===== config.mk =====
export PLATFORM = sky130hd
export DESIGN_NAME = uart_fifo_core
export DESIGN_NICKNAME = d
export VERILOG_FILES = /design/src/rtl/uart_pkg.sv /design/src/rtl/sync_fifo.sv /design/src/rtl/uart_fifo_core.sv
export SDC_FILE = /design/constraint.sdc
export NUM_CORES = 1
export LEC_CHECK = 0
export CAP_MARGIN = 20
export CORE_MARGIN = 3
export CORE_UTILIZATION = 43
export DETAILED_ROUTE_END_ITERATION = 10
export DONT_BUFFER_PORTS = 1
export GPL_TIMING_DRIVEN = 0
export SLEW_MARGIN = 20
export SYNTH_ARGS = -nofsm -noshare
export SYNTH_HDL_FRONTEND = slang
export SYNTH_SLANG_ARGS = --single-unit

===== constraint.sdc =====
create_clock -name clk -period 5.5 [get_ports clk]
set_clock_uncertainty 0.15 [all_clocks]
set_input_delay 0.275 -clock clk [delete_from_list [all_inputs] [get_ports clk]]
set_output_delay 0.275 -clock clk [all_outputs]
set_load 0.05 [all_outputs]

===== src/rtl/uart_pkg.sv =====
// uart_pkg: shared UART FSM states and oversample constants.
// Imported by uart_fifo_core.
package uart_pkg;

  localparam int OVS = 16;
  localparam int MID = 8;

  typedef enum logic [2:0] {
    S_IDLE,
    S_START,
    S_DATA,
    S_PARITY,
    S_STOP
  } uart_st_e;

endpackage


===== src/rtl/sync_fifo.sv =====
// sync_fifo: first-word fall-through FIFO, power-of-two depth.
// Pointers carry one extra MSB to tell full from empty.
module sync_fifo #(
  parameter int WIDTH = 8,
  parameter int DEPTH = 16
) (
  input  logic             clk,
  input  logic             rst_n,
  input  logic             push,
  input  logic             pop,
  input  logic [WIDTH-1:0] din,
  output logic [WIDTH-1:0] dout,
  output logic             full,
  output logic             empty
);

  localparam int AW = $clog2(DEPTH);

  logic [WIDTH-1:0] r_mem [DEPTH];
  logic [AW:0]      r_wp;
  logic [AW:0]      r_rp;
  logic             w_we;
  logic             w_re;

  assign empty = (r_wp == r_rp);
  assign full  = (r_wp[AW] != r_rp[AW]) &&
                 (r_wp[AW-1:0] == r_rp[AW-1:0]);
  assign w_re  = pop && !empty;
  assign w_we  = push && (!full || w_re);
  assign dout  = empty ? '0 : r_mem[r_rp[AW-1:0]];

  // read/write pointers, wrapping naturally
  always_ff @(posedge clk or negedge rst_n) begin
    if (!rst_n) begin
      r_wp <= '0;
      r_rp <= '0;
    end else begin
      if (w_we) r_wp <= r_wp + (AW+1)'(1);
      if (w_re) r_rp <= r_rp + (AW+1)'(1);
    end
  end

  // storage array; contents are don't-care while empty
  always_ff @(posedge clk) begin
    if (w_we) r_mem[r_wp[AW-1:0]] <= din;
  end

endmodule


===== src/rtl/uart_fifo_core.sv =====
// uart_fifo_core: full-duplex UART with TX/RX FIFOs and echo mode.
// Define UART_PARITY_EN to add an even parity bit to both directions.
module uart_fifo_core
  import uart_pkg::*;
#(
  parameter int INPUT_CLOCK = 27000000,
  parameter int BAUD_RATE   = 9600,
  parameter int DATA_BITS   = 8,
  parameter int STOP_BITS   = 1,
  parameter int FIFO_DEPTH  = 16
) (
  input  logic                 clk,
  input  logic                 rst_n,
  input  logic                 rx,
  output logic                 tx,
  input  logic [DATA_BITS-1:0] tx_data,
  input  logic                 tx_valid,
  output logic                 tx_ready,
  output logic [DATA_BITS-1:0] rx_data,
  output logic                 rx_valid,
  input  logic                 rx_ready,
  input  logic                 echo_en,
  output logic                 frame_err,
  output logic                 parity_err,
  output logic                 overrun
);

  localparam int         DIV     = INPUT_CLOCK / (OVS * BAUD_RATE);
  localparam int         DW      = (DIV > 1) ? $clog2(DIV) : 1;
  localparam logic [3:0] TK_END  = 4'(OVS - 1);
  localparam logic [3:0] TK_MID  = 4'(MID - 1);
  localparam logic [2:0] BIT_END = 3'(DATA_BITS - 1);
  localparam logic       STP_END = (STOP_BITS == 2);

  logic [DW-1:0]        r_div;
  logic                 w_tick;
  logic                 r_rx_s1, r_rx_s2;

  uart_st_e             r_rx_st, w_rx_st;
  logic [3:0]           r_rx_tk, w_rx_tk;
  logic [2:0]           r_rx_bit, w_rx_bit;
  logic [DATA_BITS-1:0] r_rx_sh, w_rx_sh;
  logic                 w_rx_end, w_rx_done;
  logic                 w_par_ok, w_good, w_dst_full;
  logic                 r_ferr, r_ovr;

  uart_st_e             r_tx_st, w_tx_st;
  logic [3:0]           r_tx_tk, w_tx_tk;
  logic [2:0]           r_tx_bit, w_tx_bit;
  logic [DATA_BITS-1:0] r_tx_sh, w_tx_sh;
  logic                 r_tx_stp, w_tx_stp;
  logic                 r_tx, w_tx;
  logic                 r_tx_avail, w_tx_end;

  logic                 w_rxf_push, w_rxf_full, w_rxf_empty;
  logic [DATA_BITS-1:0] w_rxf_dout;
  logic                 w_txf_push, w_txf_pop, w_txf_full, w_txf_empty;
  logic                 w_echo_push, w_user_push;
  logic [DATA_BITS-1:0] w_txf_din, w_txf_dout;

`ifdef UART_PARITY_EN
  logic                 r_rx_pb, w_rx_pb;
  logic                 r_tx_pb, w_tx_pb;
  logic                 r_perr;
`endif

  assign w_tick = (r_div == DW'(DIV - 1));

  // free-running oversample divider
  always_ff @(posedge clk or negedge rst_n) begin
    if (!rst_n) r_div <= '0;
    else        r_div <= w_tick ? '0 : r_div + DW'(1);
  end

  // two-flop synchroniser, idles high
  always_ff @(posedge clk or negedge rst_n) begin
    if (!rst_n) begin
      r_rx_s1 <= 1'b1;
      r_rx_s2 <= 1'b1;
    end else begin
      r_rx_s1 <= rx;
      r_rx_s2 <= r_rx_s1;
    end
  end

  assign w_rx_end = w_tick && (r_rx_tk == TK_END);

  // receiver next-state
  always_comb begin
    w_rx_st   = r_rx_st;
    w_rx_tk   = r_rx_tk;
    w_rx_bit  = r_rx_bit;
    w_rx_sh   = r_rx_sh;
    w_rx_done = 1'b0;
`ifdef UART_PARITY_EN
    w_rx_pb   = r_rx_pb;
`endif
    if (w_tick && r_rx_st != S_IDLE) w_rx_tk = r_rx_tk + 4'd1;
    unique case (r_rx_st)
      S_IDLE: begin
        if (!r_rx_s2) begin
          w_rx_st = S_START;
          w_rx_tk = '0;
        end
      end
      S_START: begin
        if (w_tick && r_rx_tk == TK_MID) begin
          w_rx_tk  = '0;
          w_rx_bit = '0;
          w_rx_st  = r_rx_s2 ? S_IDLE : S_DATA;
        end
      end
      S_DATA: begin
        if (w_rx_end) begin
          w_rx_sh  = {r_rx_s2, r_rx_sh[DATA_BITS-1:1]};
          w_rx_bit = r_rx_bit + 3'd1;
          if (r_rx_bit == BIT_END) begin
`ifdef UART_PARITY_EN
            w_rx_st = S_PARITY;
`else
            w_rx_st = S_STOP;
`endif
          end
        end
      end
`ifdef UART_PARITY_EN
      S_PARITY: begin
        if (w_rx_end) begin
          w_rx_pb = r_rx_s2;
          w_rx_st = S_STOP;
        end
      end
`endif
      S_STOP: begin
        if (w_rx_end) begin
          w_rx_done = 1'b1;
          w_rx_st   = S_IDLE;
        end
      end
      default: w_rx_st = S_IDLE;
    endcase
  end

  // receiver state register
  always_ff @(posedge clk or negedge rst_n) begin
    if (!rst_n) begin
      r_rx_st  <= S_IDLE;
      r_rx_tk  <= '0;
      r_rx_bit <= '0;
      r_rx_sh  <= '0;
`ifdef UART_PARITY_EN
      r_rx_pb  <= 1'b0;
`endif
    end else begin
      r_rx_st  <= w_rx_st;
      r_rx_tk  <= w_rx_tk;
      r_rx_bit <= w_rx_bit;
      r_rx_sh  <= w_rx_sh;
`ifdef UART_PARITY_EN
      r_rx_pb  <= w_rx_pb;
`endif
    end
  end

`ifdef UART_PARITY_EN
  assign w_par_ok = (r_rx_pb == ^r_rx_sh);
`else
  assign w_par_ok = 1'b1;
`endif
  assign w_good      = w_rx_done && r_rx_s2 && w_par_ok;
  assign w_dst_full  = echo_en ? w_txf_full : w_rxf_full;
  assign w_rxf_push  = w_good && !echo_en && !w_rxf_full;
  assign w_echo_push = w_good && echo_en && !w_txf_full;

  // one-cycle line-error and overrun pulses
  always_ff @(posedge clk or negedge rst_n) begin
    if (!rst_n) begin
      r_ferr <= 1'b0;
      r_ovr  <= 1'b0;
`ifdef UART_PARITY_EN
      r_perr <= 1'b0;
`endif
    end else begin
      r_ferr <= w_rx_done && !r_rx_s2;
      r_ovr  <= w_good && w_dst_full;
`ifdef UART_PARITY_EN
      r_perr <= w_rx_done && r_rx_s2 && !w_par_ok;
`endif
    end
  end

  assign frame_err = r_ferr;
  assign overrun   = r_ovr;
`ifdef UART_PARITY_EN
  assign parity_err = r_perr;
`else
  assign parity_err = 1'b0;
`endif

  assign tx_ready    = !echo_en && !w_txf_full;
  assign w_user_push = tx_valid && tx_ready;
  assign w_txf_push  = w_echo_push || w_user_push;
  assign w_txf_din   = w_echo_push ? r_rx_sh : tx_data;
  assign w_tx_end    = w_tick && (r_tx_tk == TK_END);

  // transmitter next-state
  always_comb begin
    w_tx_st   = r_tx_st;
    w_tx_tk   = r_tx_tk;
    w_tx_bit  = r_tx_bit;
    w_tx_sh   = r_tx_sh;
    w_tx_stp  = r_tx_stp;
    w_tx      = r_tx;
    w_txf_pop = 1'b0;
`ifdef UART_PARITY_EN
    w_tx_pb   = r_tx_pb;
`endif
    if (w_tick && r_tx_st != S_IDLE) w_tx_tk = r_tx_tk + 4'd1;
    unique case (r_tx_st)
      S_IDLE: begin
        if (w_tick && r_tx_avail && !w_txf_empty) begin
          w_txf_pop = 1'b1;
          w_tx_sh   = w_txf_dout;
          w_tx_tk   = '0;
          w_tx      = 1'b0;
          w_tx_st   = S_START;
`ifdef UART_PARITY_EN
          w_tx_pb   = ^w_txf_dout;
`endif
        end
      end
      S_START: begin
        if (w_tx_end) begin
          w_tx_bit = '0;
          w_tx     = r_tx_sh[0];
          w_tx_st  = S_DATA;
        end
      end
      S_DATA: begin
        if (w_tx_end) begin
          w_tx_bit = r_tx_bit + 3'd1;
          w_tx_sh  = r_tx_sh >> 1;
          if (r_tx_bit == BIT_END) begin
`ifdef UART_PARITY_EN
            w_tx    = r_tx_pb;
            w_tx_st = S_PARITY;
`else
            w_tx     = 1'b1;
            w_tx_stp = 1'b0;
            w_tx_st  = S_STOP;
`endif
          end else begin
            w_tx = r_tx_sh[1];
          end
        end
      end
`ifdef UART_PARITY_EN
      S_PARITY: begin
        if (w_tx_end) begin
          w_tx     = 1'b1;
          w_tx_stp = 1'b0;
          w_tx_st  = S_STOP;
        end
      end
`endif
      S_STOP: begin
        if (w_tx_end) begin
          if (r_tx_stp == STP_END) w_tx_st = S_IDLE;
          else                     w_tx_stp = 1'b1;
        end
      end
      default: w_tx_st = S_IDLE;
    endcase
  end

  // transmitter state register; line idles high
  always_ff @(posedge clk or negedge rst_n) begin
    if (!rst_n) begin
      r_tx_st    <= S_IDLE;
      r_tx_tk    <= '0;
      r_tx_bit   <= '0;
      r_tx_sh    <= '0;
      r_tx_stp   <= 1'b0;
      r_tx       <= 1'b1;
      r_tx_avail <= 1'b0;
`ifdef UART_PARITY_EN
      r_tx_pb    <= 1'b0;
`endif
    end else begin
      r_tx_st    <= w_tx_st;
      r_tx_tk    <= w_tx_tk;
      r_tx_bit   <= w_tx_bit;
      r_tx_sh    <= w_tx_sh;
      r_tx_stp   <= w_tx_stp;
      r_tx       <= w_tx;
      r_tx_avail <= !w_txf_empty;
`ifdef UART_PARITY_EN
      r_tx_pb    <= w_tx_pb;
`endif
    end
  end

  assign tx       = r_tx;
  assign rx_valid = !w_rxf_empty;
  assign rx_data  = w_rxf_dout;

  sync_fifo #(
    .WIDTH (DATA_BITS),
    .DEPTH (FIFO_DEPTH)
  ) u_txf (
    .clk   (clk),
    .rst_n (rst_n),
    .push  (w_txf_push),
    .pop   (w_txf_pop),
    .din   (w_txf_din),
    .dout  (w_txf_dout),
    .full  (w_txf_full),
    .empty (w_txf_empty)
  );

  sync_fifo #(
    .WIDTH (DATA_BITS),
    .DEPTH (FIFO_DEPTH)
  ) u_rxf (
    .clk   (clk),
    .rst_n (rst_n),
    .push  (w_rxf_push),
    .pop   (rx_ready),
    .din   (r_rx_sh),
    .dout  (w_rxf_dout),
    .full  (w_rxf_full),
    .empty (w_rxf_empty)
  );

endmodule


==> results.json <==
{
  "drive_gt1_share_pct": 19.9,
  "antenna_found_initial": 3,
  "status": "finished, final reports clean",
  "yosys_warnings": 0,
  "std_cell_rows": 64,
  "critPathKind": "reg2out",
  "synthXorXnorAreaFrac_pct": 2.39,
  "netlist_area_um2": 13500,
  "cts_hold_buf": 5,
  "clock_path_buffers": 3,
  "synth_nets": 817,
  "cts_num_sinks": 326,
  "max_slew_margin_pct": 31.8,
  "core-area_um2": 30800,
  "rr_worst_depth": 8,
  "firstDrtPassIters": 5,
  "syn_area_per_cell_um2": 17.3,
  "cts_setup_buffers": 0,
  "grt-ovfl-total": 0,
  "place_congestion": 0.790,
  "p_leak_nw": 5.64,
  "synth_top_area_share_pct": 56.8,
  "die_area_um2": 33700,
  "instances_no_fill": 1253,
  "h-tree-depth": 2,
  "io_pins": 28,
  "setup_viol": 0,
  "root_buffer": "clkbuf_16",
  "yosys_most_used_dff": "edfxtp_1",
  "clk_pin_slew_ns": 0.06,
  "fin_setup_tns_ns": 0,
  "finalHoldViolCount": 0,
  "synth_simple_gate_area_share_pct": 7.22,
  "max_cap_viol_count": 0,
  "crit_fanout": 10,
  "synth_edf_count": 256,
  "grt_max_degree": 71,
  "grt_pass1_vias": 7188,
  "grt_pass1_wl_mm": 43.1,
  "start_util_pct": 43.9,
  "hpwl_mm": 17.9,
  "crit_path_start_kind": "flop",
  "die_w_um": 183,
  "numCtsBuffers": 36,
  "period_share_pct": 66.4,
  "whs_path_depth": 1,
  "cts_tree": "done",
  "wl_mm": 27.7,
  "clk_latency_ns": 0.52,
  "synth-seq-cells": 326,
  "tightest_slew_ns": 1.02,
  "port_buffers": 0,
  "final_cell_mix": "edfxtp_1 (256), mux4_2 (70), dfrtp_1 (67)",
  "fmax_mhz": 274,
  "routedWlPerCell_um": 22.1,
  "muxShareOfSynthArea_pct": 14.1,
  "synth_top_cell_by_area": "edfxtp_1",
  "synth_top_family_by_area": "multiplexers",
  "min_period_ns": 3.65,
  "required_ns": 5.08,
  "finalMaxSlewViolations": 0,
  "synth-adder-area-share_pct": 1.66,
  "viasPerCell": 5.59,
  "hp-class": "in2reg",
  "critPathCaptureType": "primary output",
  "power.density_nw_per_um2": 383,
  "layout_commonest_cell": "edfxtp_1",
  "synth_compound_area_share_pct": 3.32,
  "drt_iter0_markers": 566,
  "syn2layout_area_growth_pct": 13.4,
  "synthCells": 785,
  "vias": 7005,
  "synthArstFlopShare_pct": 21.5,
  "rsz0062_at_grt": "no",
  "post_cts_resized": 0,
  "drtAntennaViolNets": 0,
  "ir_drop_v": 0.000273,
  "place_inst": 1181,
  "grt_usage_pct": 16.8,
  "die_h_um": 183,
  "netlist_top_cells_area": "edfxtp_1 (57%), dfrtp_1 (12%), mux4_2 (12%)",
  "drcViolationCount": 0,
  "ys_seq_area_share_pct": 69.7,
  "synth_cell_types": 50,
  "fin_nets": 860,
  "arrival_ns": 3.22
}
==> kinds of logic after synthesis <==
group / count (synthesis)
and+or+nand+nor: 189
buffers and inverters: 51
adders and majority gates: 18
AOI/OAI and AO/OA: 62
DFF: 326
muxes: 101
xor gates and xnor gates: 37
other: 1
==> layout make-up <==
| type | count | area [µm²] |
|---|---|---|
| Antenna cell | 1 | 2.50 |
| Buffer | 40 | 170 |
| Clock buffer | 45 | 977 |
| Clock inverter | 21 | 246 |
| Fill cell | 2513 | 15500 |
| Inverter | 11 | 41.3 |
| Multi-Input combinational cell | 408 | 3920 |
| Sequential cell | 326 | 9440 |
| Tap cell | 396 | 495 |
| Timing Repair Buffer | 5 | 67.6 |
==> where the power goes <==
group	switching, W	total, W	leakage (nW)	internal, W
Clock	0.000958	0.00246	0.597	0.00150
Sequential	0.0000461	0.00278	3.56	0.00274
Combinational	0.000393	0.000636	1.48	0.000242
Total	0.00140	0.00588	5.64	0.00448
==> state kept, by name (all words and copies together) (netlist names), 5 cells and up <==
signal,count
u_rxf.r_mem,128
u_txf.r_mem,128
r_div,8
r_rx_sh,8
r_tx_sh,8
u_rxf.r_rp,5
u_rxf.r_wp,5
u_txf.r_rp,5
u_txf.r_wp,5
==> routing by layer <==
metal	wire length [µm]	up-vias	track usage, %
li1	-	3169	-
met1	12500	3636	23.4
met2	13300	154	27.5
met3	1380	42	3.48
met4	563	4	4.24
met5	27	-	0
==> synth_stat cells, types with 7 or more instances <==
| library cell | instances |
|---|---|
| nand2_1 | 42 |
| mux2i_1 | 12 |
| and3_1 | 16 |
| nor2_1 | 37 |
| mux4_2 | 70 |
| a22o_1 | 8 |
| nor2b_1 | 26 |
| o21ai_0 | 12 |
| xnor2_1 | 21 |
| ha_1 | 18 |
| clkbuf_1 | 23 |
| nand3_1 | 14 |
| edfxtp_1 | 256 |
| a211oi_1 | 8 |
| xor2_1 | 16 |
| mux2_2 | 19 |
| a21oi_1 | 10 |
| nand4_1 | 11 |
| inv_1 | 11 |
| nor3_1 | 14 |
| a22oi_1 | 8 |
| dfrtp_1 | 67 |
| buf_2 | 13 |
| nand2b_1 | 7 |
==> worst max-delay path: stages (launching register included) <==
cell and delay (ns):
dfrtp_1 0.34, clkbuf_1 0.40, clkbuf_1 0.59, mux4_2 0.35
mux4_2 0.22, nor2b_1 0.80
==> metrics by stage <==
stage          utilization [%]  hold WS [ns]  setup slack [ns]  total power, W  area [µm²]
6_report                  49.8         0.101              1.85         0.00588       15400
5_1_grt                   49.8         0.118              1.68         0.00610       15400
4_1_cts                   49.8        0.0834              1.76         0.00594       15400
3_5_place_dp              45.6        -0.168              1.90         0.00346       14100
3_3_place_gp              45.5        -0.168              1.54         0.00345       14000
2_1_floorplan                -        -0.171              2.39         0.00330       13500
==> worst paths after layout <==
check	startpoint	endpoint	slack, ns
hold / removal	tx_data[2]	u_txf.r_mem[1][2]	0.10
hold reg to reg	r_rx_s1	r_rx_s2	0.21
max in group asynchronous	rst_n	r_rx_s2	4.72
setup / recovery	u_rxf.r_rp[1]	rx_data[1]	1.85
setup reg to reg	r_div[0]	u_rxf.r_mem[6][1]	1.92
min in group asynchronous	rst_n	r_div[6]	0.15
(Power assumes the default switching activity.)
